<file path="src/rtl/matrix_reader.sv">
// matrix_reader
//   Read-side initiator for the matrix memory. On start it walks a ROW x COLUMN
//   matrix held at base_addr and issues one memory read per element. The
//   asynchronous read data is captured and streamed out over valid/ready, in
//   row-major (operand A) or column-major (operand B) order.
// Ports
//   clk, rst                 clock; asynchronous active-low reset
//   start, col_major,
//   base_addr                start request, order select, matrix base address
//                            (the last two are latched when start is accepted)
//   busy, done               busy from accepted start through DONE; done pulse
//   mem_read, mem_addr,
//   mem_data                 memory read port (data valid in the mem_read cycle)
//   out_valid, out_ready     element handshake
//   out_data, out_row,
//   out_col, out_last        element value, its (row,col), final-element flag
module matrix_reader #(
  parameter int ROW    = 2,
  parameter int COLUMN = 2,
  parameter int SIZE   = 8,
  parameter int AW     = 6
) (
  input  logic            clk,
  input  logic            rst,
  input  logic            start,
  input  logic            col_major,
  input  logic [AW-1:0]   base_addr,
  output logic            busy,
  output logic            done,
  output logic            mem_read,
  output logic [AW-1:0]   mem_addr,
  input  logic [SIZE-1:0] mem_data,
  output logic            out_valid,
  input  logic            out_ready,
  output logic [SIZE-1:0] out_data,
  output logic [AW-1:0]   out_row,
  output logic [AW-1:0]   out_col,
  output logic            out_last
);

  localparam logic [AW-1:0] R_LAST = AW'(ROW - 1);
  localparam logic [AW-1:0] C_LAST = AW'(COLUMN - 1);
  localparam logic [AW-1:0] COLS   = AW'(COLUMN);

  typedef enum logic [1:0] {IDLE, FETCH, HOLD, DONE} state_t;

  state_t        state;
  logic          cm_q;
  logic [AW-1:0] base_q;
  logic [AW-1:0] r, c;       // index of the element the next read fetches
  logic [AW-1:0] addr_q;     // address of (r,c); also the visible mem_addr
  logic [AW-1:0] nr, nc, addr_next;
  logic          is_final;
  logic          fire;

  // A read is issued in FETCH, and in HOLD on the very cycle the current
  // element is accepted so the stream runs at one element per cycle.
  assign fire     = (state == FETCH) ||
                    (state == HOLD && out_valid && out_ready && !out_last);
  assign mem_read = fire;
  assign mem_addr = addr_q;
  assign is_final = (r == R_LAST) && (c == C_LAST);

  always_comb begin
    nr = r;
    nc = c;
    if (!cm_q) begin
      if (c == C_LAST) begin
        nc = '0;
        nr = r + AW'(1);
      end else begin
        nc = c + AW'(1);
      end
    end else begin
      if (r == R_LAST) begin
        nr = '0;
        nc = c + AW'(1);
      end else begin
        nr = r + AW'(1);
      end
    end
    // Modular address arithmetic: a matrix running past the top of memory wraps.
    addr_next = base_q + nr * COLS + nc;
  end

  always_ff @(posedge clk or negedge rst) begin
    if (!rst) begin
      state     <= IDLE;
      cm_q      <= 1'b0;
      base_q    <= '0;
      r         <= '0;
      c         <= '0;
      addr_q    <= '0;
      busy      <= 1'b0;
      done      <= 1'b0;
      out_valid <= 1'b0;
      out_data  <= '0;
      out_row   <= '0;
      out_col   <= '0;
      out_last  <= 1'b0;
    end else begin
      case (state)
        IDLE: begin
          done <= 1'b0;
          if (start) begin
            cm_q   <= col_major;
            base_q <= base_addr;
            r      <= '0;
            c      <= '0;
            addr_q <= base_addr;
            busy   <= 1'b1;
            state  <= FETCH;
          end
        end
        FETCH: state <= HOLD;
        HOLD: begin
          if (out_valid && out_ready && out_last) begin
            out_valid <= 1'b0;
            done      <= 1'b1;
            state     <= DONE;
          end
        end
        DONE: begin
          done  <= 1'b0;
          busy  <= 1'b0;
          state <= IDLE;
        end
        default: state <= IDLE;
      endcase

      if (fire) begin
        out_data  <= mem_data;
        out_row   <= r;
        out_col   <= c;
        out_last  <= is_final;
        out_valid <= 1'b1;
        // Indices stop on the final element so mem_addr keeps its last value.
        if (!is_final) begin
          r      <= nr;
          c      <= nc;
          addr_q <= addr_next;
        end
      end
    end
  end

endmodule

</file>
<file path="config.mk">
export PLATFORM = sky130hd
export DESIGN_NAME = matrix_reader
export DESIGN_NICKNAME = d
export VERILOG_FILES = /design/src/rtl/matrix_reader.sv
export SDC_FILE = /design/constraint.sdc
export NUM_CORES = 1
export LEC_CHECK = 0
export BUFFER_PORTS_ARGS = -buffer_cell sky130_fd_sc_hd__clkbuf_2
export CAP_MARGIN = 20
export CORE_MARGIN = 1.5
export CORE_UTILIZATION = 35
export DETAILED_ROUTE_END_ITERATION = 8
export GPL_ROUTABILITY_DRIVEN = 0
export SLEW_MARGIN = 20
export SYNTH_ARGS = -nofsm -noshare
export SYNTH_HDL_FRONTEND = slang
export SYNTH_SLANG_ARGS = --single-unit
</file>
<file path="constraint.sdc">
create_clock -name clk -period 4.1 [get_ports clk]
set_input_delay 0 -clock clk [delete_from_list [all_inputs] [get_ports clk]]
set_output_delay 0 -clock clk [all_outputs]
set_load 0.01 [all_outputs]
</file>
Word-level counts from Yosys, hierarchy flattened:

Cells that the tools add are included.

* equal/unequal tests: 8
* add/subtract/negate cells: 4
* reduce and logical (&&, ||, !) cells: 19
* multiplexer cells: 28

Operator list (count)
* 2-to-1 mux 6 bit: 18
* adder 6 x 1 -> 6 bit (second input constant): 2
* adder 6 bit: 2
* == test 6 x 1 -> 1 bit (second input constant): 2
* AND reduction 2 bit: 5
* one-hot mux 2 bit (4 select lines): 1
* nonzero test 2 bit: 4
* logical AND 1 bit: 6
* 2-to-1 mux 1 bit: 5
* == test 2 bit (second input constant): 2
* 2-to-1 mux 2 bit: 2
* != test 4 x 1 -> 1 bit (second input constant): 1
* one-hot mux 1 bit (2 select lines): 2
* == test 2 x 1 -> 1 bit (second input constant): 1
* logical NOT 2 bit: 1
* != test 2 x 1 -> 1 bit (second input constant): 1
* != test 2 bit (second input constant): 1
* OR reduction 2 bit: 1
* logical NOT 1 bit: 1
* logical OR 1 bit: 1

* output and inout port bits: 31
* logic and storage cells: 73
* input port bits: 19
* flip-flop bits (word level): 51

Depth between registers and ports, before layout:

* depth after elaboration: 7
* mapped depth: 18

Worst setup path before layout:

No wires, ideal clock.

* path kind: reg-to-reg
* from: reg r[1]
* to: reg addr_q[5] (netlist: mem_addr[5])
* stages on the path, launching flop included: 19
* path buffers: 0
* period minus slack after synthesis: 3607 ps
* slack: 493 ps
* required time: 3979 ps
* arrival time: 3486 ps
* cell sequence: dfrtp_1 inv_1 ha_1 or4b_4 nor2_4 a21o_1 nor2_1 a21oi_1 fa_1 inv_1 ha_1 inv_1 fa_1 inv_1 a21o_1 a21oi_1 xnor3_1 xnor2_1 o21ai_1

* word-level cells in the longest chain between the ends: 7
* elaborated cells on any way between the ends: 12
* those cells by class: 3 x add/sub; 1 x eq/ne; 7 x mux; 1 x reduce/logical

RTL lines
* from (decl): RTL line 50 `logic [AW-1:0] r, c;`
* from (signal assigned): RTL line 139 `r <= nr;`
* adder 6 x 1 -> 6 bit / == test 6 x 1 -> 1 bit (equally long branches)
* 2-to-1 mux 6 bit (on tied branches): RTL line 68, 75
* 2-to-1 mux 6 bit: RTL line 67 `if (!cm_q) begin`
* adder 6 bit (2 in a row): RTL line 83 `addr_next = base_q + nr * COLS + nc;`
* 2-to-1 mux 6 bit *: RTL line 138 `if (!is_final) begin`
* 2-to-1 mux 6 bit *: RTL line 131 `if (fire) begin`
* to (signal assigned): RTL line 110 `addr_q <= base_addr;`
* to (signal assigned): RTL line 141 `addr_q <= addr_next;`
* to (decl): RTL line 51 `logic [AW-1:0] addr_q;`

Every way passes the cells marked *; elsewhere a longest branch is shown, timed or not. The select of a mux whose other input is x is not followed.
A chain may end at the register's enable or synchronous reset.

Worst setup path after layout:

Same ends and word-level chain as after synthesis.

==> qor.yml <==
crit_chain: "inv_1 > ha_1 > or4b_4 > nor2_4 > a21o_1 > nor2_1 > a21oi_2 > fa_1 > inv_1 > ha_1 > inv_1 > fa_1 > inv_1 > a21o_1 > a21oi_1 > xnor3_1 > xnor2_1 > o21ai_1"
synth_nets: 281
io_buffers: 49
cts_buffers: 5
slew_viol_final: 0
avgSynthCellArea_um2: 11.3
synth.distinct_cells: 44
grt_pass1_wl_um: 10300
core_um2: 7650
ys_warn_count: 0
slowest_delay_ns: 0.49
status: "complete, no violations"
yosysMostFrequentCell: "dfrtp_1"
r2r-start: "r[1]$_DFF_PN0_"
min_period_over_period_pct: 93.3
fin_cells: 413
min_from: "out_ready"
grt_pass1_vias: 2063
drive_gt1_share_pct: 31.8
clkTransAtPathRegs_ns: 0.09
hold_path_class: "in -> reg"
critPathKind: "reg -> reg"
via_count: 2038
synthTopCellsByArea: "dfrtp_1 46%, mux2_2 9.4%, ha_1 5.9%"
drv_cap: 0
setup_viol: 0
clock_sinks: 51
relSlewSlack_pct: 37.2
dpl.hpwl_um: 4350
start_util_pct: 35.9
first_pass_iters: 4
synthTopCellsByCount: "51 x dfrtp_1, 23 x mux2_2, 21 x inv_1, 18 x nand2_1, 16 x a21oi_1"
crit_top_cell: "inv_1"
synth_edf_count: 0
die_h_um: 91.6
grt_overflow: 0
root_buffer: "clkbuf_8"
reg2reg_slack_ns: 0.28
die_w_um: 91.6
yosysTopAreaCell: "dfrtp_1"
setup_tns_ns: 0
worstMarginPinSlew_ns: 0.942
ant_nets: 0
cp-start-kind: "flip-flop"
ios: 50
rsz0062_at_grt: "false"
critPathArrivalTime_ns: 4.01
viasPerCell: 4.93
row_count: 32
netlist_instances: 244
powerDensity_nw_per_um2: 746
total_leakage_power_nw: 1.70
fin_hold_ws_ns: 0.00926
track_usage_pct: 15.7
post_drt_wl_per_cell_um: 14.8
crit_fanout: 6
dieArea_um2: 8390
max_freq_mhz: 262
ys_seq_elements: 51
crit_path_start: "r[1]$_DFF_PN0_"
endpoint_kind: "flip-flop"
cts_tree: "yes"
drc_errors: 0
synth-async-reset-ratio_pct: 100
period_minus_slack_ns: 3.82
syn2layout_area_growth_pct: 22.5
cts_buffer_depth: 2
cp_slowest_cell: "or4b_4"
synth_ff_type: "dfrtp_1"
diodes: 0
hold_violations: 0
ys_seq_area_share_pct: 46.4
skew_ns: 0.00661
placedCellCount: 390
crit_required_ns: 4.29
htreeDepth: 2
clkLatencyLatePin_ns: 0.30
antenna_found_initial: 0
synth_top_area_share_pct: 46.4
grt_max_degree: 52
drt_iter0_markers: 126
num-nets-final: 347
routed_wl_um: 6100
power_w: 0.00251
fillers: 746
syn_area_um2: 2750
irDropWorstVdd_mv: 0.306
## area by class of cell
cell class                      count  area (um^2)  area share (%)
Inverter                           21         78.8            2.34
Timing Repair Buffer               67          413            12.3
Sequential cell                    51         1280            38.0
Clock buffer                        7         76.3            2.27
Tap cell                          102          128            3.79
Multi-Input combinational cell    164         1390            41.2
Clock inverter                      1         5.00           0.149
## registers in the layout, summed over array words and instances, names as in the netlist
signal,cells
done,1
r,6
busy,1
state,2
out_data,8
out_col,6
out_valid,1
out_row,6
c,6
mem_addr,6
base_q,6
cm_q,1
out_last,1
## metrics by stage
stage          util [%]  cell area [um^2]  worst slack, ns
2_1_floorplan         -              2750            0.493
3_3_place_gp       40.8              3120            0.340
3_5_place_dp       40.8              3120            0.218
4_1_cts            43.6              3330            0.214
5_1_grt            44.0              3360           0.0105
6_report           44.0              3360            0.276
## path summary, 6_finish.rpt
check,end,depth (start not counted)
max,mem_addr[5]$_DFF_PN0_,18
min,out_valid$_DFFE_PN0P_,4
max reg2reg,mem_addr[5]$_DFF_PN0_,18
min reg2reg,base_q[3]$_DFFE_PN0P_,1
max in group asynchronous,r[0]$_DFF_PN0_,3
min in group asynchronous,out_valid$_DFFE_PN0P_,3
## metal layers
metal  vias to the layer above  track usage, %  part of all wire (%)
met1                      1008            21.8                    48
li1                        983               -                     -
met4                         0            4.69                   1.3
met3                         6            2.93                   3.3
met2                        41            24.9                    48
met5                         -               0                     0
## critical path, delay by kind of cell (launching register included)
family | cells | cell delay [ns]
adder cells (fa/ha/maj) | 4 | 1.13
AO/OA/AOI/OAI | 5 | 0.61
buffers and inverters | 4 | 0.30
AND/OR/NAND/NOR | 3 | 0.76
XOR/XNOR | 2 | 0.50
flip-flops | 1 | 0.40
## report_power, final
part           leakage, nW  internal (W)  switching, W
logic                 1.01      0.000618      0.000788
registers            0.649      0.000683      0.000138
clock network       0.0422      0.000120      0.000162
total                 1.70       0.00142       0.00109
## cells by family after synthesis
logic type               share of synthesized area, %
XOR/XNOR                                         3.69
flip-flops                                       46.4
buffers and inverters                            4.28
adder cells (fa/ha/maj)                          9.56
AND/OR/NAND/NOR                                  10.7
AO/OA/AOI/OAI                                    14.8
multiplexers                                     10.5
## what timing repair did
| item | CTS | global route |
|---|---|---|
| hold buffers | 13 | 0 |
| setup buffers | 0 | 2 |
| setup endpoints to repair | 0 | 1 |
| hold endpoints to repair | 63 | 0 |
| resized for setup | 0 | 5 |
## cell usage in the layout (no fill, tap or decap), types with 8 or more instances in the layout
| cell | Yosys | routed |
|---|---|---|
| ha_1 | 13 | 13 |
| mux2_2 | 23 | 23 |
| nand3_1 | 8 | 8 |
| inv_1 | 21 | 21 |
| a21o_1 | 9 | 9 |
| clkbuf_2 | 0 | 49 |
| nand2_1 | 18 | 18 |
| dlygate4sd3_1 | 0 | 13 |
| dfrtp_1 | 51 | 50 |
| a21oi_1 | 16 | 13 |
| o21ai_0 | 11 | 11 |
Note: power is estimated with default switching activity, not from simulation.
